**src/rtl/data_mem_arbiter_pkg.sv**
```systemverilog
// data_mem_arbiter_pkg: shared state encoding, requester indices and default widths
package data_mem_arbiter_pkg;
    localparam int DEF_ADDR_W = 8;
    localparam int DEF_DATA_W = 16;
    localparam logic [1:0] IDLE = 2'd0;
    localparam logic [1:0] ISSUE = 2'd1;
    localparam logic [1:0] RESP = 2'd2;
    localparam logic REQ_CORE = 1'b0;
    localparam logic REQ_HOST = 1'b1;
    typedef enum logic [1:0] {
        ST_IDLE = IDLE,
        ST_ISSUE = ISSUE,
        ST_RESP = RESP
    } state_t;
endpackage

```
**src/rtl/data_mem_arbiter_if.sv**
```systemverilog
// data_mem_arbiter_if: core/host request ports and the data memory bus
interface data_mem_arbiter_if import data_mem_arbiter_pkg::*; #(
    parameter int ADDR_W = DEF_ADDR_W,
    parameter int DATA_W = DEF_DATA_W
);
    logic              core_req;
    logic              core_we;
    logic [ADDR_W-1:0] core_addr;
    logic [DATA_W-1:0] core_wdata;
    logic              core_gnt;
    logic              core_rvalid;
    logic [DATA_W-1:0] core_rdata;
    logic              host_req;
    logic              host_we;
    logic [ADDR_W-1:0] host_addr;
    logic [DATA_W-1:0] host_wdata;
    logic              host_gnt;
    logic              host_rvalid;
    logic [DATA_W-1:0] host_rdata;
    logic              mem_en;
    logic              mem_we;
    logic [ADDR_W-1:0] mem_addr;
    logic [DATA_W-1:0] mem_wdata;
    logic [DATA_W-1:0] mem_rdata;
    modport slave (
        input  core_req, core_we, core_addr, core_wdata,
        input  host_req, host_we, host_addr, host_wdata,
        input  mem_rdata,
        output core_gnt, core_rvalid, core_rdata,
        output host_gnt, host_rvalid, host_rdata,
        output mem_en, mem_we, mem_addr, mem_wdata
    );
    modport master (
        output core_req, core_we, core_addr, core_wdata,
        output host_req, host_we, host_addr, host_wdata,
        output mem_rdata,
        input  core_gnt, core_rvalid, core_rdata,
        input  host_gnt, host_rvalid, host_rdata,
        input  mem_en, mem_we, mem_addr, mem_wdata
    );
endinterface

```
**src/rtl/data_mem_arbiter_arb_pick.sv**
```systemverilog
// arb_pick: combinational winner select; MEM_ARB_RR_EN selects round-robin over fixed core priority
module arb_pick import data_mem_arbiter_pkg::*; (
    input  logic [1:0] req,
    input  logic       last_winner,
    output logic       winner,
    output logic       any_req
);
    assign any_req = |req;
`ifdef MEM_ARB_RR_EN
    // a tie goes to the port that did not win last time
    assign winner = &req ? ~last_winner : req[0] ? REQ_CORE : req[1] ? REQ_HOST : last_winner;
`else
    assign winner = req[0] ? REQ_CORE : req[1] ? REQ_HOST : last_winner;
`endif
endmodule

```
**src/rtl/data_mem_arbiter.sv**
```systemverilog
// data_mem_arbiter: shares a single-port sync data memory between core and host ports
// MEM_ARB_RR_EN enables round-robin arbitration (default: fixed core priority)
module data_mem_arbiter import data_mem_arbiter_pkg::*; #(
    parameter int ADDR_W = DEF_ADDR_W,
    parameter int DATA_W = DEF_DATA_W
) (
    input logic               clock,
    input logic               reset,
    data_mem_arbiter_if.slave bus
);
    state_t state, state_n;
    logic winner, any_req, last_winner, grant, sel_we, resp_done;
    logic we_q, idx_q, en_q, mem_we_q;
    logic core_gnt_q, host_gnt_q, core_rvalid_q, host_rvalid_q;
    logic [ADDR_W-1:0] addr_q;
    logic [DATA_W-1:0] wdata_q, core_rdata_q, host_rdata_q;

    arb_pick u_pick (
        .req({bus.host_req, bus.core_req}),
        .last_winner(last_winner),
        .winner(winner),
        .any_req(any_req)
    );

    always_ff @(posedge clock) begin
        if (reset) state <= ST_IDLE;
        else state <= state_n;
    end

    always_comb begin
        grant = state == ST_IDLE && any_req;
        resp_done = state == ST_RESP;
        sel_we = winner ? bus.host_we : bus.core_we;
        state_n = grant ? ST_ISSUE : (state == ST_ISSUE && !we_q) ? ST_RESP : ST_IDLE;
    end

    always_ff @(posedge clock) begin
        if (reset) begin
            core_gnt_q <= 1'b0;
            host_gnt_q <= 1'b0;
            core_rvalid_q <= 1'b0;
            host_rvalid_q <= 1'b0;
            en_q <= 1'b0;
            mem_we_q <= 1'b0;
            we_q <= 1'b0;
            idx_q <= REQ_CORE;
            addr_q <= '0;
            wdata_q <= '0;
            core_rdata_q <= '0;
            host_rdata_q <= '0;
        end else begin
            core_gnt_q <= grant && winner == REQ_CORE;
            host_gnt_q <= grant && winner == REQ_HOST;
            en_q <= grant;
            mem_we_q <= grant && sel_we;
            core_rvalid_q <= resp_done && idx_q == REQ_CORE;
            host_rvalid_q <= resp_done && idx_q == REQ_HOST;
            if (grant) begin
                idx_q <= winner;
                we_q <= sel_we;
                addr_q <= winner ? bus.host_addr : bus.core_addr;
                wdata_q <= winner ? bus.host_wdata : bus.core_wdata;
            end
            if (resp_done && idx_q == REQ_CORE) core_rdata_q <= bus.mem_rdata;
            if (resp_done && idx_q == REQ_HOST) host_rdata_q <= bus.mem_rdata;
        end
    end

`ifdef MEM_ARB_RR_EN
    always_ff @(posedge clock) begin
        if (reset) last_winner <= REQ_HOST;
        else if (grant) last_winner <= winner;
    end
`else
    assign last_winner = REQ_HOST;
`endif

    // strobes are gated by reset so a write in ISSUE is dropped immediately
    assign bus.mem_en = en_q & ~reset;
    assign bus.mem_we = mem_we_q & ~reset;
    assign bus.mem_addr = addr_q;
    assign bus.mem_wdata = wdata_q;
    assign bus.core_gnt = core_gnt_q;
    assign bus.host_gnt = host_gnt_q;
    assign bus.core_rvalid = core_rvalid_q;
    assign bus.host_rvalid = host_rvalid_q;
    assign bus.core_rdata = core_rdata_q;
    assign bus.host_rdata = host_rdata_q;
endmodule

```
**src/flat_wrapper.sv**
```systemverilog
// flat-port wrapper written by rule: the top's interface ports become plain ports
module data_mem_arbiter_flat import data_mem_arbiter_pkg::*;
#(
    parameter int ADDR_W = DEF_ADDR_W,
    parameter int DATA_W = DEF_DATA_W
)
  (clock, reset, bus_core_req, bus_core_we, bus_core_addr, bus_core_wdata, bus_host_req, bus_host_we, bus_host_addr, bus_host_wdata, bus_mem_rdata, bus_core_gnt, bus_core_rvalid, bus_core_rdata, bus_host_gnt, bus_host_rvalid, bus_host_rdata, bus_mem_en, bus_mem_we, bus_mem_addr, bus_mem_wdata);
  data_mem_arbiter_if #(.ADDR_W(ADDR_W), .DATA_W(DATA_W)) bus_i ();
  input logic clock;
  input logic reset;
  input wire logic [$bits(bus_i.core_req)-1:0] bus_core_req;
  input wire logic [$bits(bus_i.core_we)-1:0] bus_core_we;
  input wire logic [$bits(bus_i.core_addr)-1:0] bus_core_addr;
  input wire logic [$bits(bus_i.core_wdata)-1:0] bus_core_wdata;
  input wire logic [$bits(bus_i.host_req)-1:0] bus_host_req;
  input wire logic [$bits(bus_i.host_we)-1:0] bus_host_we;
  input wire logic [$bits(bus_i.host_addr)-1:0] bus_host_addr;
  input wire logic [$bits(bus_i.host_wdata)-1:0] bus_host_wdata;
  input wire logic [$bits(bus_i.mem_rdata)-1:0] bus_mem_rdata;
  output wire logic [$bits(bus_i.core_gnt)-1:0] bus_core_gnt;
  output wire logic [$bits(bus_i.core_rvalid)-1:0] bus_core_rvalid;
  output wire logic [$bits(bus_i.core_rdata)-1:0] bus_core_rdata;
  output wire logic [$bits(bus_i.host_gnt)-1:0] bus_host_gnt;
  output wire logic [$bits(bus_i.host_rvalid)-1:0] bus_host_rvalid;
  output wire logic [$bits(bus_i.host_rdata)-1:0] bus_host_rdata;
  output wire logic [$bits(bus_i.mem_en)-1:0] bus_mem_en;
  output wire logic [$bits(bus_i.mem_we)-1:0] bus_mem_we;
  output wire logic [$bits(bus_i.mem_addr)-1:0] bus_mem_addr;
  output wire logic [$bits(bus_i.mem_wdata)-1:0] bus_mem_wdata;
  assign bus_i.core_req = bus_core_req;
  assign bus_i.core_we = bus_core_we;
  assign bus_i.core_addr = bus_core_addr;
  assign bus_i.core_wdata = bus_core_wdata;
  assign bus_i.host_req = bus_host_req;
  assign bus_i.host_we = bus_host_we;
  assign bus_i.host_addr = bus_host_addr;
  assign bus_i.host_wdata = bus_host_wdata;
  assign bus_i.mem_rdata = bus_mem_rdata;
  assign bus_core_gnt = bus_i.core_gnt;
  assign bus_core_rvalid = bus_i.core_rvalid;
  assign bus_core_rdata = bus_i.core_rdata;
  assign bus_host_gnt = bus_i.host_gnt;
  assign bus_host_rvalid = bus_i.host_rvalid;
  assign bus_host_rdata = bus_i.host_rdata;
  assign bus_mem_en = bus_i.mem_en;
  assign bus_mem_we = bus_i.mem_we;
  assign bus_mem_addr = bus_i.mem_addr;
  assign bus_mem_wdata = bus_i.mem_wdata;
  data_mem_arbiter #(.ADDR_W(ADDR_W), .DATA_W(DATA_W)) u_core (.clock(clock), .reset(reset), .bus(bus_i));
endmodule
```
**config.mk**
```make
export PLATFORM = sky130hd
export DESIGN_NAME = data_mem_arbiter_flat
export DESIGN_NICKNAME = d
export VERILOG_FILES = /design/src/rtl/data_mem_arbiter_pkg.sv /design/src/rtl/data_mem_arbiter_if.sv /design/src/rtl/data_mem_arbiter_arb_pick.sv /design/src/rtl/data_mem_arbiter.sv /design/src/flat_wrapper.sv
export SDC_FILE = /design/constraint.sdc
export NUM_CORES = 1
export LEC_CHECK = 0
export ABC_CLOCK_PERIOD_IN_PS = 1500
export BUFFER_PORTS_ARGS = -buffer_cell sky130_fd_sc_hd__buf_2
export CAP_MARGIN = 10
export CORE_MARGIN = 5
export CORE_UTILIZATION = 44
export DETAILED_ROUTE_END_ITERATION = 10
export GPL_ROUTABILITY_DRIVEN = 0
export PLACE_DENSITY_LB_ADDON = 0.05
export SYNTH_ARGS = -nofsm -noshare
export SYNTH_HDL_FRONTEND = slang
export SYNTH_SLANG_ARGS = --single-unit
export TNS_END_PERCENT = 50
```
**constraint.sdc**
```tcl
create_clock -name clock -period 1.5 [get_ports clock]
set_input_delay 0.075 -clock clock [delete_from_list [all_inputs] [get_ports clock]]
set_output_delay 0.075 -clock clock [all_outputs]
set_load 0.05 [all_outputs]
```
==> results.cfg <==
[layout]
final-seq-area_mm2 = 0.00130
syn2layout_area_growth_pct = 45.7
stdcell_area_mm2 = 0.00356
final_cells = 471
fillerInstances = 483
nNetsFinal = 464
num_antenna_cells = 0
multi_input_comb_area_mm2 = 0.00102
drive_above_1_share_pct = 40.6

[flow_run]
cap_violations = 0

[synth]
async_flop_share_pct = 0
synth.cell_area_mm2 = 0.00244
synth_compound_area_share_pct = 17.8
synth-simple-area-share_pct = 13.6
synth_fa_ha_area_share_pct = 0
yosys-top-cells-area = dfxtp_1, mux2i_1, nand2_1, o2bb2ai_1, a21oi_1
yosysMostFrequentCell = dfxtp_1
syn_area_per_cell_um2 = 9.81
synth_top_family_by_area = compound AO/OA/AOI/OAI gates
yosysTopAreaCell = dfxtp_1
yosys_warnings = 0
synth_cells = 249
yosysSeqAreaShare_pct = 53.3
synth_nets = 319
synth_top_area_share_pct = 53.3
synth-seq-cells = 65
synth_edf_count = 0
muxShareOfSynthArea_pct = 10.2
yosys.area_share.xor_xnor_pct = 0
ys.flop_type = dfxtp_1
synthTopCellsByCount = dfxtp_1, nand2_1, a21oi_1
yosysUniqueCellTypes = 21

[clock_network]
clock_latency_ps = 330
cts_setup_buffers = 0
cts_tree = done
cts_buffers = 9
cts_sinks = 65
htreeDepth = 3
path_clk_slew_ps = 80
clk_path_buf_depth = 2
root_buffer = clkbuf_8

[global_routing]
grt_use_met2_pct = 30.7
use_met3_pct = 5.69
grt_max_degree = 36
grt_pass1_vias = 2280
grtUsageTotal_pct = 17.5
grt-ovfl-total = 0
grt_pass1_wl_um = 10200
met1_usage_pct = 19.6
grt_busiest_layer = met2
antenna_found_initial = 0

[sta]
finalCritPeriodShare_pct = 93.7
setup_viol = 0
skew_ps = 7.61
tightest_slew_ps = 359
hold_viol_final = 0
rsz0062_at_grt = false
slew_headroom_pct = 76.0
report.final.slew_viol_count = 0
finalSetupTns_ps = 0
period_minus_slack_ps = 1410
max_freq_mhz = 711

[worst_setup_path]
worst_r2r_endpoint = u_core.bus.mem_addr[5]$_SDFFE_PP0P_
worst-setup-path-type = reg -> reg
reg2reg_depth = 2
critPathArrivalTime_ps = 1650
cp_max_fo = 30
start_kind = register
crit_path_end_kind = register
reg2reg_setup_slack_ps = 90
rr_startpoint = u_core.state[1]$_SDFF_PP0_
crit_required_ps = 1740

[power]
internal_power_w = 0.00335
power_frac_clock_pct = 42.1
power_w = 0.00460
p_leak_nw = 1.68
vdd_ir_drop_max_mv = 0.910
pwr-share-seq_pct = 40.8
power.switching_w = 0.00125
power_per_cell_area_mw_per_mm2 = 1290
p_sw_share_pct = 27.2
pwr-share-comb_pct = 17.0

[drt]
routed_wl_um = 6130
vias_per_cell = 4.70
vias = 2216
drt_pass1_iterations = 5
antenna_left = 0
drcViolationCount = 0
drt_iter0_drc = 56
post_drt_wl_per_cell_um = 13.0

[placed_design]
hpwl_um = 4200
dpl.cell_count = 439
dpl_cell_area_mm2 = 0.00313
port_buffers = 131

[floorplan]
io_pins = 132
die_area_mm2 = 0.00714
core-area_mm2 = 0.00544
initial_utilization_pct = 44.9
die_width_um = 84.5
dieHeight_um = 84.5
num_rows = 27

[hold_path]
hold_path.class = in -> reg
min-delay-start = bus_host_addr[2]
worstHoldPathCells = 3
holdPathEnd = u_core.bus.mem_addr[2]$_SDFFE_PP0P_

[status]
outcome = finished clean
## power groups by stage
| stage | sequential (W) | clock [W] | combinational (W) |
|---|---|---|---|
| after global routing | 0.00189 | 0.00205 | 0.000838 |
| after CTS | 0.00188 | 0.00198 | 0.000790 |
| after detailed placement | 0.00191 | 0 | 0.000760 |
| after floorplan | 0.00222 | 0 | 0.000238 |
| final | 0.00188 | 0.00194 | 0.000783 |
| after global placement | 0.00192 | 0 | 0.000752 |
## worst max path at each step
| stage | from | end | slack [ps] | cells after the start |
|---|---|---|---|---|
| floorplan | u_core.en_q$_SDFF_PP0_ | u_core.state[1]$_SDFF_PP0_ | 40 | 2 |
| global placement | u_core.state[1]$_SDFF_PP0_ | u_core.bus.mem_wdata[4]$_SDFFE_PP0P_ | 160 | 2 |
| detailed placement | u_core.state[1]$_SDFF_PP0_ | u_core.bus.mem_wdata[5]$_SDFFE_PP0P_ | 120 | 2 |
| CTS | u_core.state[1]$_SDFF_PP0_ | u_core.bus.mem_addr[5]$_SDFFE_PP0P_ | 110 | 2 |
| global route | u_core.state[1]$_SDFF_PP0_ | u_core.bus.mem_wdata[2]$_SDFFE_PP0P_ | 30 | 2 |
| finish | u_core.state[1]$_SDFF_PP0_ | u_core.bus.mem_addr[5]$_SDFFE_PP0P_ | 90 | 2 |
## final cells by class
cell class,count,share of cell area (%)
well taps,72,2.53
clock buffers,9,3.48
inverters,3,0.316
multi-input cells,162,28.6
clock inverters,7,4.01
repair buffers,153,24.5
flip-flops and latches,65,36.6
## through the flow
| stage | utilization (%) | setup slack (ps) | hold WS (ps) |
|---|---|---|---|
| 2_1_floorplan | - | 37.8 | 211 |
| 3_3_place_gp | 57.6 | 155 | 330 |
| 3_5_place_dp | 57.6 | 116 | 333 |
| 4_1_cts | 65.4 | 105 | 3.04 |
| 5_1_grt | 65.4 | 27.3 | 16.8 |
| 6_report | 65.4 | 94.3 | 11.9 |
## placed cells by master, fill, tap and decap left out, drive strengths merged
master and n:
o31a 1, dlygate4sd3 16, a21oi 32, clkbuf 9, or4 1, nor3b 2, bufinv 4, dfxtp 65
clkinvlp 3, nand3b 1, or3b 1, nor2b 2, nor2 6, inv 3, nand2 64, buf 137
mux2i 25, and3b 1, o2bb2ai 26
## state kept, by name, summed over array words and instances (netlist names)
register,count
u_core.bus.mem_wdata,16
u_core.bus.core_rdata,16
u_core.idx_q,1
u_core.bus.core_gnt,1
u_core.en_q,1
u_core.bus.host_rvalid,1
u_core.bus.host_gnt,1
u_core.bus.host_rdata,16
u_core.bus.mem_addr,8
u_core.bus.core_rvalid,1
u_core.we_q,1
u_core.state,1
u_core.mem_we_q,1
## worst max-delay path, cell delays in order (launching register included)
cell and delay, ps:
dfxtp_1 360, or4_4 750, o2bb2ai_1 220
## per-layer routing
layer,up-vias,part of all wire [%]
met5,-,0
met4,0,0.82
met3,6,7.9
met2,79,49
met1,990,42
li1,1141,-
## timing repair
action                                 4_1_cts  5_1_grt
resized for setup                            0        1
endpoints found under the hold margin       28        0
setup endpoints to repair                    0        4
hold buffers                                16        0
## logic make-up (layout without fill, tap and decap cells)
logic type             Yosys count  after routing
AND/OR/NAND/NOR                 78             78
multiplexers                    25             25
AO/OA/AOI/OAI                   59             59
buffers and inverters           22            172
flip-flops                      65             65
No activity file was read; power rests on OpenSTA's default activity.
